`src/rtl/alu_unit.sv`:
```
// alu_unit: single-cycle ALU with valid/ready issue port and an in-order
// output FIFO that drains to the CDB over a second valid/ready handshake.
//
// Ports:
//   clk_in, rst_in      clock, synchronous active-high reset
//   rdy_in              global enable; low freezes all state
//   clear               flush of all buffered results (needs rdy_in)
//   in_valid/in_ready   issue handshake; in_a, in_b, in_op, in_rs_index,
//                       in_rob_tag carry the operation
//   out_valid/out_ready CDB handshake; out_result, out_rs_index,
//                       out_rob_tag, out_is_branch describe the FIFO head
//   busy                FIFO holds at least one result
//
// Optional feature macro ALU_STATS_EN adds stat_ops (popped entries) and
// stat_full (cycles with in_valid & !in_ready) 32-bit counters.
`timescale 1ns/1ps

module alu_unit #(
  parameter int XLEN       = 32,
  parameter int ROB_WIDTH  = 4,
  parameter int RS_WIDTH   = 2,
  parameter int OBUF_DEPTH = 4
) (
  input  logic                 clk_in,
  input  logic                 rst_in,
  input  logic                 rdy_in,
  input  logic                 clear,
  input  logic                 in_valid,
  output logic                 in_ready,
  input  logic [XLEN-1:0]      in_a,
  input  logic [XLEN-1:0]      in_b,
  input  logic [3:0]           in_op,
  input  logic [RS_WIDTH-1:0]  in_rs_index,
  input  logic [ROB_WIDTH-1:0] in_rob_tag,
  output logic                 out_valid,
  input  logic                 out_ready,
  output logic [XLEN-1:0]      out_result,
  output logic [RS_WIDTH-1:0]  out_rs_index,
  output logic [ROB_WIDTH-1:0] out_rob_tag,
  output logic                 out_is_branch,
  output logic                 busy
`ifdef ALU_STATS_EN
  ,
  output logic [31:0]          stat_ops,
  output logic [31:0]          stat_full
`endif
);

  localparam int PTR_W = $clog2(OBUF_DEPTH);
  localparam int CNT_W = PTR_W + 1;
  localparam logic [CNT_W-1:0] DEPTH_CNT = CNT_W'(OBUF_DEPTH);

  typedef enum logic [3:0] {
    OP_ADD  = 4'd0,  OP_SUB  = 4'd1,  OP_AND  = 4'd2,  OP_OR    = 4'd3,
    OP_XOR  = 4'd4,  OP_SLL  = 4'd5,  OP_SRL  = 4'd6,  OP_SRA   = 4'd7,
    OP_SLT  = 4'd8,  OP_SLTU = 4'd9,  OP_BEQ  = 4'd10, OP_BGE   = 4'd11,
    OP_BGEU = 4'd12, OP_BNE  = 4'd13, OP_ADD_PC = 4'd14, OP_RSVD = 4'd15
  } op_e;

  typedef struct packed {
    logic [XLEN-1:0]      result;
    logic [RS_WIDTH-1:0]  rs_index;
    logic [ROB_WIDTH-1:0] rob_tag;
    logic                 is_branch;
  } entry_t;

  // ---------------- combinational ALU ----------------
  logic [XLEN-1:0] alu_result;
  logic            alu_is_branch;
  logic [4:0]      shamt;
  entry_t          alu_entry;

  assign shamt = in_b[4:0];

  always_comb begin
    alu_result    = '0;
    alu_is_branch = 1'b0;
    case (op_e'(in_op))
      OP_ADD:    alu_result = in_a + in_b;
      OP_SUB:    alu_result = in_a - in_b;
      OP_AND:    alu_result = in_a & in_b;
      OP_OR:     alu_result = in_a | in_b;
      OP_XOR:    alu_result = in_a ^ in_b;
      OP_SLL:    alu_result = in_a << shamt;
      OP_SRL:    alu_result = in_a >> shamt;
      OP_SRA:    alu_result = $signed(in_a) >>> shamt;
      OP_SLT:    alu_result = {{(XLEN-1){1'b0}}, $signed(in_a) < $signed(in_b)};
      OP_SLTU:   alu_result = {{(XLEN-1){1'b0}}, in_a < in_b};
      OP_BEQ: begin
        alu_result    = {{(XLEN-1){1'b0}}, in_a == in_b};
        alu_is_branch = 1'b1;
      end
      OP_BGE: begin
        alu_result    = {{(XLEN-1){1'b0}}, $signed(in_a) >= $signed(in_b)};
        alu_is_branch = 1'b1;
      end
      OP_BGEU: begin
        alu_result    = {{(XLEN-1){1'b0}}, in_a >= in_b};
        alu_is_branch = 1'b1;
      end
      OP_BNE: begin
        alu_result    = {{(XLEN-1){1'b0}}, in_a != in_b};
        alu_is_branch = 1'b1;
      end
      OP_ADD_PC: alu_result = in_a + in_b - XLEN'(4);
      default:   alu_result = '0;
    endcase
  end

  always_comb begin
    alu_entry           = '0;
    alu_entry.result    = alu_result;
    alu_entry.rs_index  = in_rs_index;
    alu_entry.rob_tag   = in_rob_tag;
    alu_entry.is_branch = alu_is_branch;
  end

  // ---------------- output FIFO ----------------
  logic [PTR_W-1:0] wr_ptr_reg, rd_ptr_reg;
  logic [CNT_W-1:0] count_reg;
  logic             push, pop;
  entry_t           entry_array [OBUF_DEPTH];
  entry_t           head;

  // in_ready depends only on count, never on out_ready: a full FIFO
  // refuses input even when it is draining in the same cycle.
  assign in_ready = !rst_in && rdy_in && !clear && (count_reg < DEPTH_CNT);
  assign push     = in_valid && in_ready;
  assign pop      = out_valid && out_ready && rdy_in && !clear;

  always_ff @(posedge clk_in) begin
    if (rst_in) begin
      wr_ptr_reg <= '0;
      rd_ptr_reg <= '0;
      count_reg  <= '0;
    end else if (rdy_in) begin
      if (clear) begin
        wr_ptr_reg <= '0;
        rd_ptr_reg <= '0;
        count_reg  <= '0;
      end else begin
        if (push) wr_ptr_reg <= wr_ptr_reg + PTR_W'(1);
        if (pop)  rd_ptr_reg <= rd_ptr_reg + PTR_W'(1);
        case ({push, pop})
          2'b10:   count_reg <= count_reg + CNT_W'(1);
          2'b01:   count_reg <= count_reg - CNT_W'(1);
          default: count_reg <= count_reg;
        endcase
      end
    end
  end

  genvar gi;
  generate
    for (gi = 0; gi < OBUF_DEPTH; gi++) begin : g_entry
      entry_t entry_reg;
      always_ff @(posedge clk_in) begin
        if (rst_in)
          entry_reg <= '0;
        else if (push && (wr_ptr_reg == PTR_W'(gi)))
          entry_reg <= alu_entry;
      end
      assign entry_array[gi] = entry_reg;
    end
  endgenerate

  // Head fields read zero while empty so stale entries never leak out.
  assign out_valid     = (count_reg != '0);
  assign busy          = out_valid;
  assign head          = out_valid ? entry_array[rd_ptr_reg] : '0;
  assign out_result    = head.result;
  assign out_rs_index  = head.rs_index;
  assign out_rob_tag   = head.rob_tag;
  assign out_is_branch = head.is_branch;

`ifdef ALU_STATS_EN
  logic [31:0] stat_ops_reg, stat_full_reg;

  always_ff @(posedge clk_in) begin
    if (rst_in) begin
      stat_ops_reg  <= '0;
      stat_full_reg <= '0;
    end else if (rdy_in) begin
      if (pop)                   stat_ops_reg  <= stat_ops_reg + 32'd1;
      if (in_valid && !in_ready) stat_full_reg <= stat_full_reg + 32'd1;
    end
  end

  assign stat_ops  = stat_ops_reg;
  assign stat_full = stat_full_reg;
`endif

endmodule

```
`config.mk`:
```
export PLATFORM = sky130hd
export DESIGN_NAME = alu_unit
export DESIGN_NICKNAME = d
export VERILOG_FILES = /design/src/rtl/alu_unit.sv
export SDC_FILE = /design/constraint.sdc
export NUM_CORES = 1
export LEC_CHECK = 0
export ABC_AREA = 1
export BUFFER_PORTS_ARGS = -buffer_cell sky130_fd_sc_hd__buf_2
export CAP_MARGIN = 20
export CORE_MARGIN = 5
export CORE_UTILIZATION = 50
export CTS_BUF_LIST = sky130_fd_sc_hd__clkbuf_8
export DETAILED_ROUTE_END_ITERATION = 8
export HOLD_SLACK_MARGIN = 0.02
export PLACE_DENSITY = 0.68
export SLEW_MARGIN = 20
export SYNTH_ARGS = -nofsm -noshare
export SYNTH_HDL_FRONTEND = slang
export SYNTH_SLANG_ARGS = --single-unit
```
`constraint.sdc`:
```
create_clock -name clk_in -period 4.8 [get_ports clk_in]
set_input_delay 0.48 -clock clk_in [delete_from_list [all_inputs] [get_ports clk_in]]
set_output_delay 0.48 -clock clk_in [all_outputs]
set_load 0.02 [all_outputs]
```
======== Word level (Yosys, flattened, before mapping) ========
Index checks and enable logic that the tools add are counted.
storage, ports and cells
  register bits ........................... 163
  bits of input ports ..................... 80
  output and inout port bits .............. 42
  logic and storage cells ................. 95
cells by class
  add/subtract/negate cells ............... 7
  $lt $le $gt $ge ......................... 6
  equal/unequal tests ..................... 21
  shift-type cells ........................ 3
  muxes and demuxes ....................... 12
  bitwise gates (word level) .............. 4
  reduce and logical (&&, ||, !) cells .... 23
operators with widths
  cell                                                 number
  case mux 32 bit (15 select lines)                    1
  two-way mux 39 bit                                   3
  binary-select mux 39 bit (select 2 bit)              1
  greater-or-equal comparator 32 bit                   2
  less-than comparator 32 bit                          2
  adder 32 bit                                         1
  bitwise AND 32 bit                                   1
  == test 32 bit                                       1
  != test 32 bit                                       1
  bitwise OR 32 bit                                    1
  left shift 32 x 5 -> 32 bit                          1
  >> shifter 32 x 5 -> 32 bit                          1
  >>> shifter 32 x 5 -> 32 bit                         1
  subtractor 32 x 3 -> 32 bit (second input constant)  1
  subtractor 32 bit                                    1
  bitwise XOR 32 bit                                   1
  == test 4 bit (second input constant)                7
  == test 4 x 3 -> 1 bit (second input constant)       4
  logical AND 1 bit                                    11
  == test 4 x 2 -> 1 bit (second input constant)       2
  two-way mux 2 bit                                    4
  == test 2 bit (second input constant)                3
  case mux 3 bit (2 select lines)                      1
  AND reduction 2 bit                                  3
  16 further kinds                                     21

======== Longest topological paths before layout ========
  word-level depth ........................ 8
  mapped depth ............................ 27
  mapped depth without buffers ............ 23

======== Worst setup path before layout ========
Ideal clock, no wire load.
  path kind ............................... input to register
  from .................................... input port in_b[3]
  to ...................................... register g_entry[1].entry_reg, in the netlist entry_array[104]
  setup time .............................. 109 ps
  data arrival time ....................... 3281 ps
  data required time ...................... 4691 ps
  path slack .............................. 1410 ps
  stages on the path ...................... 22
  path buffers ............................ 4
  path through ............................ buf_2 -> clkinv_1 -> clkbuf_1 -> clkbuf_1 -> ha_1 -> buf_2 -> nand2_1 -> nand2_1 -> inv_2 -> nand2_2 -> xor2_1 -> nor2_1 -> nand3_2 -> nor2_4 -> nand3_4 -> nor2_8 -> nand2_1 -> xor2_1 -> nand2_2 -> nand3_1 -> nand2_1 -> inv_1
on the way
  cells in the longest elaborated chain, start to end .. 3
  elaborated cells on any way between the ends .. 7
  classes of those cells .................. add/sub (3); shift (3); mux (1)
ends and longest elaborated chain
  element                              line     RTL
  start: declaration                   31       input logic [XLEN-1:0] in_b,
  adder 32 bit                         79, 105
  subtractor 32 x 3 -> 32 bit          105      OP_ADD_PC: alu_result = in_a + in_b - XLEN'(4);
  case mux 32 bit (15 select lines) *  78       case (op_e'(in_op))
  end signal: assignment               161      entry_reg <= alu_entry;
  end: declaration                     156      entry_t entry_reg;
Mark *: on every way between the ends. The rest lies on a longest branch, timed or not.
A chain may end at the register's enable or synchronous reset.

======== Worst setup path after layout ========
  from .................................... input port in_a[17]
  to ...................................... register g_entry[0].entry_reg, in the netlist entry_array[124]
on the way
  cells in the longest elaborated chain, start to end .. 2
  elaborated cells on any way between the ends .. 10
  classes of those cells .................. order compare (4); eq/ne (2); shift (3); mux (1)
ends and longest elaborated chain
  element                                                           line  RTL
  start: declaration                                                30    input logic [XLEN-1:0] in_a,
  greater-or-equal comparator 32 bit, or another cell as far along  98    alu_result = {{(XLEN-1){1'b0}}, in_a >= in_b};
  case mux 32 bit (15 select lines) *                               78
  end signal: assignment                                            161
  end: declaration                                                  156
Marks and branches as above.

==> results.sh <==
export IMPL_synth_edf_count=0
export IMPL_chipHeight_um=203
export IMPL_clk_insertion_delay_late_ns=0.46
export IMPL_clk_pin_slew_worst_paths_ns=0.09
export IMPL_yosys_area_top_type="dfxtp_1"
export IMPL_cp_num_buf_inv=3
export IMPL_critPathMaxFanout=9
export IMPL_worst_ir_drop_vdd_v=0.000165
export IMPL_setup_viol=0
export IMPL_crit_slowest_cell="a21boi_0"
export IMPL_holdCritPathClass="in -> reg"
export IMPL_power_density_mw_per_mm2=212
export IMPL_vias=23135
export IMPL_syn_area_mm2=0.0186
export IMPL_htree_levels=4
export IMPL_grt_pass1_vias=21156
export IMPL_drc=0
export IMPL_layout_drive_gt1_share_pct=8.45
export IMPL_grt_max_degree=79
export IMPL_holdBufCountCts=0
export IMPL_dp_hpwl_um=67100
export IMPL_relSlewSlack_pct=26.3
export IMPL_drv_slew=0
export IMPL_skew_ns=0.0117
export IMPL_gr_usage_all_layers_pct=40.1
export IMPL_io_pins=122
export IMPL_initialDrtViolationCount=3058
export IMPL_max_freq_ghz=0.240
export IMPL_syn_to_final_growth_pct=6.99
export IMPL_die_area_mm2=0.0411
export IMPL_cp_required_ns=5.15
export IMPL_start_util_pct=50.7
export IMPL_wl_per_cell_um=22.4
export IMPL_syn_area_per_cell_um2=5.57
export IMPL_ys_async_sr_fraction_pct=0
export IMPL_crit_family="simple AND/OR/NAND/NOR gates"
export IMPL_cts_repair_resized=0
export IMPL_seq_area_frac_synth_pct=17.6
export IMPL_cp_common_cell="nor2_1"
export IMPL_num_nets_final=3544
export IMPL_worstPathArrival_ns=4.51
export IMPL_cts_buffers=17
export IMPL_ant_nets=0
export IMPL_core_area_mm2=0.0367
export IMPL_synthFlopType="dfxtp_1"
export IMPL_cts_sinks=163
export IMPL_first_pass_iters=8
export IMPL_worstMarginPinSlew_ns=1.10
export IMPL_clk_root_buffer_cell="clkbuf_8"
export IMPL_clockBufferDepth=2
export IMPL_worst_setup_path_end_kind="flop"
export IMPL_largest_reg_flops=156
export IMPL_netlist_top_cells_area="dfxtp_1 18%, nand2_1 17%, inv_1 11%"
export IMPL_ys_types=61
export IMPL_start_kind="primary input"
export IMPL_ys_ff_latch=163
export IMPL_period_share_pct=86.8
export IMPL_grt_pass1_wl_um=128000
export IMPL_cap_violations=0
export IMPL_std_cell_rows=70
export IMPL_synth_common_cells="834 x nand2_1, 551 x inv_1, 338 x o21ai_0"
export IMPL_syn_nets=3522
export IMPL_grt_overflow=0
export IMPL_post_cts_setup_buffers=0
export IMPL_leakage_nw=10.0
export IMPL_hold_viol_final=0
export IMPL_cpPeakStageDelay_ns=0.87
export IMPL_antenna_found_initial=2
export IMPL_crit_chain="buf_2 -> inv_1 -> ha_1 -> o21ai_0 -> a21boi_0 -> nor2_1 -> nor2_1 -> nor3_1 -> nor2_1 -> nand2_1 -> o21ai_0 -> inv_1 -> nor2_1 -> nand3_1 -> nor2_1 -> nor2_1"
export IMPL_synthCells=3337
export IMPL_drt_wl_total_um=86300
export IMPL_portBuffers=121
export IMPL_tns_ns=0
export IMPL_fin_crit_ns=4.17
export IMPL_path_class="in -> reg"
export IMPL_die_w_um=203
export IMPL_post_route_util_pct=54.2
export IMPL_cts_tree="done"
export IMPL_synth_top_area_share_pct=17.6
export IMPL_setup_slack_ns=0.633
export IMPL_via_per_inst=6.02
export IMPL_status="complete, no violations"
export IMPL_rsz0062_at_grt="false"
export IMPL_yosysWarnings=0
export IMPL_routabilityCongestion=1.16
export IMPL_synthMostInstantiatedCell="nand2_1"
export IMPL_post_place_ws_ns=0.553
## tightest hold or removal path, stage by stage
cell,delay (ns)
buf_2,0.12
nand2_1,0.06
a21oi_1,0.05
## cell usage in the layout, fill, tap and decap left out, types with 29 or more instances in the layout
master and instances:
o21ai_0 338, a21oi_1 334, o21a_1 49, buf_2 121
ha_1 102, nand3_1 211, buf_4 46, nor2_1 279
nand4_1 29, dfxtp_1 162, nand2_1 832, o211ai_1 33
inv_1 553
## cell type report
class                           count  area, um^2
Clock buffer                       20         275
Multi-Input combinational cell   2437       12500
Fill cell                        3878       16800
Timing Repair Buffer              168         971
Inverter                          572        2150
Antenna cell                        2        5.00
Tap cell                          468         586
Sequential cell                   163        3260
Clock inverter                     12         155
## kinds of logic after synthesis
kind of cell	after synthesis	share of synthesized area [%]
AOI/OAI and AO/OA	863	25.8
xor gates and xnor gates	13	0.794
adders and majority gates	105	7.19
buffers and inverters	737	15.3
DFF	163	17.6
muxes	9	0.485
and+or+nand+nor	1447	32.9
## worst paths after layout
path	end	cells after the start	from	slack [ns]
hold / removal	entry_array[122]	3	in_rs_index[0]	0.30
hold reg to reg	entry_array[82]	2	entry_array[82]	0.46
setup reg to reg	entry_array[32]	9	count_reg[2]	2.48
setup / recovery	entry_array[124]	16	in_a[17]	0.63
## routing by layer
| layer | vias up | part of all wire (%) | global-route usage [%] |
|---|---|---|---|
| met1 | 10522 | 39 | 52.8 |
| li1 | 10758 | - | - |
| met4 | 2 | 7.6 | 24.7 |
| met5 | - | 0.020 | 0 |
| met2 | 1559 | 42 | 60.2 |
| met3 | 294 | 11 | 8.32 |
## report_power, final
part / switching, mW / internal (mW) / leakage, nW
sequential: 0.00802 / 1.37 / 1.32
clock: 0.518 / 0.557 / 0.215
combinational: 1.32 / 0.442 / 8.47
## metrics by stage
stage | power, mW | cells | hold slack, ns | area (um^2)
6_report | 4.21 | 3842 | 0.298 | 19900
5_1_grt | 4.39 | 3840 | 0.288 | 19900
4_1_cts | 4.13 | 3840 | 0.280 | 19900
3_5_place_dp | 3.07 | 3808 | 0.445 | 19500
3_3_place_gp | 3.07 | 3808 | 0.438 | 19500
2_1_floorplan | 2.47 | 3337 | 0.430 | 18600
Note: power is estimated with default switching activity, not from simulation.
